<file path="config.mk">
export PLATFORM = sky130hd
export DESIGN_NAME = traffic_sensor_conditioner
export DESIGN_NICKNAME = d
export VERILOG_FILES = /design/src/rtl/traffic_sensor_conditioner.sv
export SDC_FILE = /design/constraint.sdc
export NUM_CORES = 1
export LEC_CHECK = 0
export ABC_AREA = 1
export ABC_CLOCK_PERIOD_IN_PS = 1550
export CAP_MARGIN = 15
export CELL_PAD_IN_SITES_DETAIL_PLACEMENT = 0
export CELL_PAD_IN_SITES_GLOBAL_PLACEMENT = 1
export CORE_UTILIZATION = 40
export CTS_CLUSTER_DIAMETER = 100
export CTS_CLUSTER_SIZE = 8
export DETAILED_ROUTE_END_ITERATION = 8
export PLACE_DENSITY_LB_ADDON = 0.1
export SLEW_MARGIN = 20
export SYNTH_ARGS = -nofsm -noshare
export SYNTH_HDL_FRONTEND = slang
export SYNTH_SLANG_ARGS = --single-unit
</file>
<file path="constraint.sdc">
create_clock -name clk_i -period 1.55 [get_ports clk_i]
set_clock_uncertainty 0.15 [all_clocks]
set_input_delay 0.3875 -clock clk_i [delete_from_list [all_inputs] [get_ports clk_i]]
set_output_delay 0.3875 -clock clk_i [all_outputs]
set_load 0.02 [all_outputs]
</file>
<file path="src/rtl/traffic_sensor_conditioner.sv">
// Car-sensor input stage: per-channel synchronizer and debounce FSM with registered outputs.
// Optional macro STICKY_REQUEST_EN holds each request until it is cleared by clr_a_i/clr_b_i.
//
// state     | meaning
// LOW       | debounced level 0, input agrees
// WAIT_HIGH | debounced level 0, input high, counting toward acceptance
// HIGH      | debounced level 1, input agrees
// WAIT_LOW  | debounced level 1, input low, counting toward acceptance
module traffic_sensor_conditioner #(
  parameter int unsigned DEBOUNCE_CYCLES = 1_000_000,
  parameter int unsigned SYNC_STAGES     = 2
) (
  input  logic clk_i,
  input  logic rst_n_i,
  input  logic sa_raw_i,
  input  logic sb_raw_i,
  input  logic clr_a_i,
  input  logic clr_b_i,
  output logic sa_o,
  output logic sb_o,
  output logic sa_rise_o,
  output logic sb_rise_o
);
  localparam int unsigned CNT_W = $clog2(DEBOUNCE_CYCLES + 1);
  localparam logic [CNT_W-1:0] CNT_TC = CNT_W'(DEBOUNCE_CYCLES - 1);

  typedef enum logic [1:0] {LOW, WAIT_HIGH, HIGH, WAIT_LOW} state_e;

  logic [1:0]             raw;
  logic [1:0]             s_sync;
  logic [SYNC_STAGES-1:0] sync_q [2];
  state_e                 state_q [2];
  state_e                 state_d [2];
  logic [CNT_W-1:0]       cnt_q [2];
  logic [CNT_W-1:0]       cnt_d [2];
  logic [1:0]             clean_q, clean_d;
  logic [1:0]             rise_q, rise_d;

  assign raw = {sb_raw_i, sa_raw_i};

  always_comb begin
    for (int c = 0; c < 2; c++) s_sync[c] = sync_q[c][SYNC_STAGES-1];
  end

  always_ff @(posedge clk_i or negedge rst_n_i) begin
    if (!rst_n_i) begin
      for (int c = 0; c < 2; c++) begin
        sync_q[c]  <= '0;
        state_q[c] <= LOW;
        cnt_q[c]   <= '0;
      end
      clean_q <= '0;
      rise_q  <= '0;
    end else begin
      for (int c = 0; c < 2; c++) begin
        sync_q[c]  <= {sync_q[c][SYNC_STAGES-2:0], raw[c]};
        state_q[c] <= state_d[c];
        cnt_q[c]   <= cnt_d[c];
      end
      clean_q <= clean_d;
      rise_q  <= rise_d;
    end
  end

  // The counter is cleared on every state change, so it never passes CNT_TC.
  always_comb begin
    for (int c = 0; c < 2; c++) begin
      state_d[c] = state_q[c];
      cnt_d[c]   = cnt_q[c];
      case (state_q[c])
        LOW: begin
          if (s_sync[c]) begin
            state_d[c] = WAIT_HIGH;
            cnt_d[c]   = '0;
          end
        end
        WAIT_HIGH: begin
          if (!s_sync[c]) begin
            state_d[c] = LOW;
            cnt_d[c]   = '0;
          end else if (cnt_q[c] == CNT_TC) begin
            state_d[c] = HIGH;
            cnt_d[c]   = '0;
          end else begin
            cnt_d[c] = cnt_q[c] + CNT_W'(1);
          end
        end
        HIGH: begin
          if (!s_sync[c]) begin
            state_d[c] = WAIT_LOW;
            cnt_d[c]   = '0;
          end
        end
        WAIT_LOW: begin
          if (s_sync[c]) begin
            state_d[c] = HIGH;
            cnt_d[c]   = '0;
          end else if (cnt_q[c] == CNT_TC) begin
            state_d[c] = LOW;
            cnt_d[c]   = '0;
          end else begin
            cnt_d[c] = cnt_q[c] + CNT_W'(1);
          end
        end
        default: begin
          state_d[c] = LOW;
          cnt_d[c]   = '0;
        end
      endcase
    end
  end

  always_comb begin
    for (int c = 0; c < 2; c++) begin
      clean_d[c] = (state_d[c] == HIGH) || (state_d[c] == WAIT_LOW);
      rise_d[c]  = (state_q[c] == WAIT_HIGH) && (state_d[c] == HIGH);
    end
  end

  assign sa_rise_o = rise_q[0];
  assign sb_rise_o = rise_q[1];

`ifdef STICKY_REQUEST_EN
  logic [1:0] clr;
  logic [1:0] req_q, req_d;
  logic       unused_clean;

  assign clr          = {clr_b_i, clr_a_i};
  assign unused_clean = ^clean_q;

  // A clear landing in the same cycle as the rise pulse is ignored so no car is lost.
  always_comb req_d = rise_d | (req_q & ~(clr & ~rise_q));

  always_ff @(posedge clk_i or negedge rst_n_i) begin
    if (!rst_n_i) req_q <= '0;
    else          req_q <= req_d;
  end

  assign sa_o = req_q[0];
  assign sb_o = req_q[1];
`else
  logic unused_clr;
  assign unused_clr = clr_a_i ^ clr_b_i;

  assign sa_o = clean_q[0];
  assign sb_o = clean_q[1];
`endif

endmodule

</file>
; Word level (Yosys, flattened, before mapping)
; Cells that the tools add are included.
; Widths: inputs -> output; s select.
[op_classes]
n_addsub = 2
eq_ne = 16
mux = 26
reduce_logical = 8
[op_table]
columns = cell, count
row1 = $mux 20, 10
row2 = $pmux 20 s4, 2
row3 = $add 20x1->20 const B, 2
row4 = $eq 20x20->1 const B, 2
row5 = $mux 2, 12
row6 = $eq 2x2->1 const B, 8
row7 = $pmux 2 s4, 2
row8 = $ne 2x2->1 const B, 4
row9 = $eq 2x1->1 const B, 2
row10 = $logic_not 2->1, 2
row11 = $reduce_and 2->1, 2
row12 = $logic_and 1x1->1, 2
row13 = $logic_or 1x1->1, 2
[totals]
regBits = 52
in_bits = 6
output_inout_bits = 4

; Longest topological paths before layout
; Gate-level depths: netlist (run 1).
[depth]
ltp_word = 6
depth_mapped = 9
ltp_nobuf = 9

; Worst setup path after synthesis (run 1)
; OpenSTA, ideal clock, no wires.
[synth_path]
path_type = register -> register
startpoint = register cnt_q[0] (netlist name)
endpoint = register cnt_q[12] (netlist name)
arrival_time_ps = 1329
t_required_ps = 1283
path_slack_ps = -46
path_stages_with_launch = 9
n_path_buf = 0
period_less_slack_ps = 1596
path_cell_list = dfrtp_1 ha_1 nand3_1 inv_2 nand2_2 nor2_2 or2_2 nand3_1 nand2_1
[synth_via]
elab_chain_cells = 4
elab_cells_between_ends = 6
cone_classes = add/sub (1) / eq/ne (1) / mux (4)
[synth_lines]
columns = element, line_no
row1 = from (decl), 34  ; logic [CNT_W-1:0] cnt_q [2];
row2 = "from (signal, indexed assignment)", 58  ; cnt_q[c] <= cnt_d[c];
row3 = $add 20x1->20 or $eq 20x20->1 (tied branches), n/a
row4 = $mux 20 (*), "81, 98"
row5 = $mux 20 (on tied branches), "95, 78"
row6 = $pmux 20 s4 (*), 70  ; case (state_q[c])
; Mark *: on every way between the ends. The rest lies on a longest branch, timed or not.
; A chain may end at the register's enable or synchronous reset.

; Worst setup path in the final report (run 1)
[layout_path]
startpoint = register cnt_q[0] (netlist name)
endpoint = register cnt_q[18] (netlist name)
; Same word-level chain as after synthesis.

==> results.toml, run 1 <==
[outcome]
status = "complete, but fails checks"
violations = "setup timing"

[place]
routabilityCongestion = 0.832
place_area_mm2 = 0.00369
place.detailed.hpwl_um = 5950
port_buffers = 7
post-place-ws_ns = -0.186

[drt]
drt-total-wl_um = 8220
vias = 2990
firstDrtPassIters = 4
drtIter0Drc = 99
final_antenna_net_count = 0
viasPerCell = 4.79
drc_errors = 0
wire_per_inst_um = 13.2

[timing]
hold_viol = 0
setup_violations = 5
worst_slack_ns = -0.0476
slew_headroom = 0.698
layout_min_cycle_time_ns = 1.60
finalCritPeriodShare = 1.03
worst_pin_slew_ns = 0.452
setup_tns_ns = -0.136
rsz0062_at_grt = "yes"
slew_violations = 0
max_freq_mhz = 626

[clock_tree]
clkTransAtPathRegs_ns = 0.10
cts_tree = "built"
ctsLongestPathBuffers = 2
cts_sinks = 51
cts_htree_levels = 2
clk_latency_ns = 0.31
cts_buffers = 5
root_buffer = "clkbuf_8"

[global_routing]
grt_overflow_total = 0
grt_use_total = 0.222
antenna_found_initial = 0
grt_pass1_wl_um = 13300
grt_pass1_vias = 2832
grt_max_degree = 22

[power_and_ir_drop]
power_leakage_nw = 1.94
power_density_mw_per_mm2 = 542
ir_worst_vdd_mv = 0.326
total_power_mw = 2.38

[die]
die_h_um = 88.5
coreArea_mm2 = 0.00725
fp-row-count = 31
initial_core_util = 0.413
die-area_mm2 = 0.00784
die_x_um = 88.5
io_pins = 10

[yosys]
synth_cells = 432
synth_cell_types = 27
netlist_area_mm2 = 0.00300
synth.yosys.seq_area_share = 0.426
ys_warn_count = 0
syn-num-nets = 440
syn_avg_cell_area_um2 = 6.93
ys_ff_latch = 51

[run]
max_cap_violations = 0

[setup_path]
cpPeakStageDelay_ns = 0.43
path_cells = "ha_4 -> nand3_4 -> inv_4 -> nand3_4 -> nor2_4 -> nor2_4 -> clkbuf_16 -> nand3_2 -> nand2_1"
worstRegToRegCells = 9
cp-startpoint = "cnt_q[0]$_DFFE_PN0P_"
crit_required_ns = 1.65
worstSetupEndpoint = "cnt_q[18]$_DFFE_PN0P_"
r2r-start = "cnt_q[0]$_DFFE_PN0P_"
cp_max_fo = 4
r2r_slack_ns = -0.05
cp_data_arrival_time_ns = 1.70
cp_slowest_cell = "dfrtp_1"
end_kind = "flop"
crit_type = "flop to flop"
startpoint_type = "flop"
regToRegEndpoint = "cnt_q[18]$_DFFE_PN0P_"

[layout]
antenna-diode-count = 0
syn_to_final_growth_pct = 46.2
final_nets = 532
stdcell_area_mm2 = 0.00438
utilization = 0.604
drive_gt1_frac = 0.370

[hold_path]
hold_class = "flop to flop"
[synthesized netlist by cell type, drive strengths merged]
| library cell | number | share of area |
|---|---|---|
| nor3 | 2 | 0.0033 |
| dfrtp | 51 | 0.43 |
| o22ai | 2 | 0.0042 |
| nand3b | 3 | 0.0075 |
| ha | 2 | 0.0084 |
| nand4 | 6 | 0.013 |
| a21oi | 1 | 0.0017 |
| o21ai | 23 | 0.038 |
| inv | 41 | 0.051 |
| clkinv | 1 | 0.0013 |
| nor2 | 75 | 0.10 |
| nand3 | 39 | 0.067 |
| xnor2 | 3 | 0.0088 |
| o21bai | 4 | 0.010 |
| xor2 | 15 | 0.044 |
| buf | 4 | 0.0084 |
| or2 | 1 | 0.0021 |
| nand2 | 157 | 0.20 |
| clkbuf | 2 | 0.0029 |
[worst min-delay path by stage]
stage	startpoint	endpoint	slack, ns	cells past startpoint
after global routing	sync_q[2]$_DFF_PN0_	s_sync[0]$_DFF_PN0_	0.22	0
after detailed placement	sync_q[2]$_DFF_PN0_	s_sync[0]$_DFF_PN0_	0.19	0
final	sync_q[2]$_DFF_PN0_	s_sync[0]$_DFF_PN0_	0.21	0
after floorplan	rst_n_i	clean_q[0]$_DFF_PN0_	-0.06	0
after CTS	sync_q[2]$_DFF_PN0_	s_sync[0]$_DFF_PN0_	0.22	0
after global placement	sync_q[0]$_DFF_PN0_	s_sync[1]$_DFF_PN0_	0.18	0
[critical path: cells and delay by family, from the launching register on]
kind,cells,cell delay (ns)
and+or+nand+nor,6,0.51
DFF,1,0.43
adders and majority gates,1,0.19
buffers and inverters,2,0.25
[cell type report]
class	count	area (um2)
clock buffers	6	72.6
flip-flops and latches	51	1290
multi-input cells	334	1940
fillers	681	2880
repair buffers	90	781
inverters	42	161
clock inverters	2	16.3
well taps	99	124
[per-stage QoR]
stage	instances	hold slack, ns
after floorplan	432	-0.0581
after global placement	599	0.182
after detailed placement	599	0.192
after CTS	614	0.216
after global routing	624	0.219
final	624	0.209
[where the power goes]
| part | switching (mW) | internal (mW) |
|---|---|---|
| registers | 0.0163 | 1.35 |
| logic | 0.122 | 0.0958 |
| clock network | 0.469 | 0.326 |
[cell families (layout without fill, tap and decap cells)]
family	Yosys count	count (layout)	share of synthesized area
fa+ha+maj	2	2	0.00835
buf+inv	48	140	0.0639
xor+xnor	18	18	0.0526
simple gates	283	284	0.395
compound gates	30	30	0.0543
flops	51	51	0.426
[metal layers]
| metal | up-vias | wire length [um] | track usage |
|---|---|---|---|
| met5 | - | 0 | 0 |
| met4 | 0 | 54 | 0.0601 |
| met3 | 4 | 168 | 0.0299 |
| met2 | 22 | 4210 | 0.383 |
| met1 | 1425 | 3780 | 0.292 |
| li1 | 1539 | - | - |
[placed cells by master, fill, tap and decap left out, drive strengths merged]
| cell | n |
|---|---|
| a21oi | 1 |
| nor2 | 76 |
| clkbuf | 9 |
| o21ai | 23 |
| nand2 | 157 |
| clkinvlp | 1 |
| o21bai | 4 |
| nor3 | 2 |
| nand3b | 3 |
| nand4 | 6 |
| clkdlybuf4s15 | 2 |
| clkdlybuf4s50 | 2 |
| clkinv | 1 |
| xor2 | 15 |
| buf | 82 |
| o22ai | 2 |
| nand3 | 39 |
| inv | 42 |
| ha | 2 |
| dfrtp | 51 |
| dlygate4sd3 | 1 |
| xnor2 | 3 |
| or2 | 1 |
[state kept, by name, summed over array words and instances, names as in the netlist]
signal and cells:
state_q 3, sync_q 2, clean_q 2, s_sync 2
rise_q 2, cnt_q 40
[timing repair]
item | in CTS | in global routing
gates resized for setup | 43 | 102
setup buffers | 5 | 9
endpoints found under the setup margin | 34 | 50
pin swaps | 17 | 41
hold buffers | 1 | 0
cloned | 1 | 1
hold endpoints to repair | 13 | 0
Note: power is estimated with default switching activity, not from simulation.
==> run 2, diff against run 1 <==
PLACE_DENSITY = 0.73   (was unset)
PLACE_DENSITY_LB_ADDON = unset   (was 0.1)
==> results.toml, run 2 (same netlist as run 1, synthesis figures left out) <==
[outcome]
status = "complete, but fails checks"
violations = "setup timing"

[power_and_ir_drop]
total_power_mw = 2.41
seq_power_share = 0.566
combPwrFrac = 0.082
power_density_mw_per_mm2 = 550
ir_worst_vdd_mv = 0.491
switching_share = 0.238
intPower_mw = 1.83
p_sw_uw = 574
power_leakage_nw = 1.95
pwr-share-clk = 0.353

[die]
fp-row-count = 31
coreArea_mm2 = 0.00725
die_h_um = 88.5
io_pins = 10
die-area_mm2 = 0.00784
initial_core_util = 0.413
die_x_um = 88.5

[clock_tree]
cts_sinks = 51
clk_latency_ns = 0.30
root_buffer = "clkbuf_8"
cts_buffers = 5
cts_htree_levels = 2
clkTransAtPathRegs_ns = 0.10
cts_tree = "built"
ctsLongestPathBuffers = 2

[global_routing]
antenna_found_initial = 0
busiest_layer = "met1"
use_met3 = 0.0308
grt_use_total = 0.213
grt_pass1_vias = 2776
grt_pass1_wl_um = 12900
grt_max_degree = 52
grt_use_met1 = 0.336
globalRouteMet2Util = 0.311
grt_overflow_total = 0

[place]
place_area_mm2 = 0.00367
post-place-ws_ns = -0.215
routabilityCongestion = 0.805
place.detailed.hpwl_um = 5490
port_buffers = 7

[layout]
mostFrequentLayoutCell = "nand2_1"
final_nets = 526
largest_register = "cnt_q"
largestRegisters = "cnt_q: 40 flops, state_q: 3 flops"
syn_to_final_growth_pct = 46.2
stdcell_area_mm2 = 0.00438
largest_reg_flops = 40
fillers = 681
antenna-diode-count = 0
drive_gt1_frac = 0.364
final_cell_mix = "139 x nand2_1, 64 x buf_4, 46 x dfrtp_1"

[setup_path]
startpoint_type = "flop"
cp_data_arrival_time_ns = 1.68
crit_required_ns = 1.64
crit_type = "flop to flop"
cp_max_fo = 7
cp-startpoint = "s_sync[1]$_DFF_PN0_"
r2r-start = "s_sync[1]$_DFF_PN0_"
end_kind = "flop"
r2r_slack_ns = -0.04

[timing]
rsz0062_at_grt = "yes"
max_freq_mhz = 629
worst_pin_slew_ns = 0.373
slew_headroom = 0.751
setup_violations = 11
finalCritPeriodShare = 1.03
slew_violations = 0
layout_min_cycle_time_ns = 1.59
worst_slack_ns = -0.0399
hold_slack_ns = 0.208
hold_viol = 0

[drt]
final_antenna_net_count = 0
vias = 2925
firstDrtPassIters = 4
wire_per_inst_um = 12.8
drt-total-wl_um = 7900
viasPerCell = 4.73
drtIter0Drc = 128
drc_errors = 0

[hold_path]
hold_class = "flop to flop"
worstHoldStart = "sync_q[0]$_DFF_PN0_"

[run]
max_cap_violations = 0
==> run 2: critical path, cell delays in order, from the launching register on <==
cell and delay, ns:
dfrtp_1 0.43, xor2_2 0.25, inv_2 0.09, nor2_4 0.14, inv_2 0.06, nor2_4 0.13, buf_12 0.15, nand3_2 0.07
nand2_1 0.07
==> run 2: path summary, 6_finish.rpt <==
kind | endpoint | cells past startpoint
setup / recovery | cnt_q[17]$_DFFE_PN0P_ | 8
max in group asynchronous | cnt_q[29]$_DFFE_PN0P_ | 3
hold reg to reg | s_sync[1]$_DFF_PN0_ | 0
min in group asynchronous | rise_q[1]$_DFF_PN0_ | 3
hold / removal | s_sync[1]$_DFF_PN0_ | 0
setup reg to reg | cnt_q[17]$_DFFE_PN0P_ | 8
==> run 2: routing by layer <==
layer	part of all wire	wire, um
met5	0	0
met4	0.0046	36
met1	0.53	4170
met3	0.024	186
met2	0.44	3510
==> run 2: per-stage QoR <==
step                      setup TNS (ns)   util  cells
final                             -0.248  0.604    618
after detailed placement           -3.15  0.506    599
after global placement             -3.06  0.506    599
after CTS                          -2.84  0.546    613
after global routing               -2.36  0.604    618
after floorplan                 -0.00377      -    432
==> run 2: cell type report <==
| type | count | area, um2 | share of cell area |
|---|---|---|---|
| clock buffers | 7 | 96.3 | 0.0220 |
| well taps | 99 | 124 | 0.0283 |
| multi-input cells | 333 | 1990 | 0.454 |
| repair buffers | 85 | 716 | 0.163 |
| flip-flops and latches | 51 | 1280 | 0.293 |
| clock inverters | 1 | 7.51 | 0.00171 |
| inverters | 42 | 165 | 0.0377 |
==> run 2: what timing repair did <==
action / CTS / global route
resized for setup: 41 / 113
setup endpoints to repair: 47 / 50
pin swaps: 10 / 38
hold endpoints to repair: 51 / 0
buffers inserted: 5 / 7
hold buffers: 1 / 0
==> run 2: power by group through the flow <==
stage                     sequential, mW  clock, mW  combinational [mW]
after floorplan                     1.39          0              0.0558
after global placement              1.38          0               0.151
after detailed placement            1.38          0               0.152
after CTS                           1.36      0.891               0.178
after global routing                1.36      0.933               0.218
final                               1.36      0.849               0.197
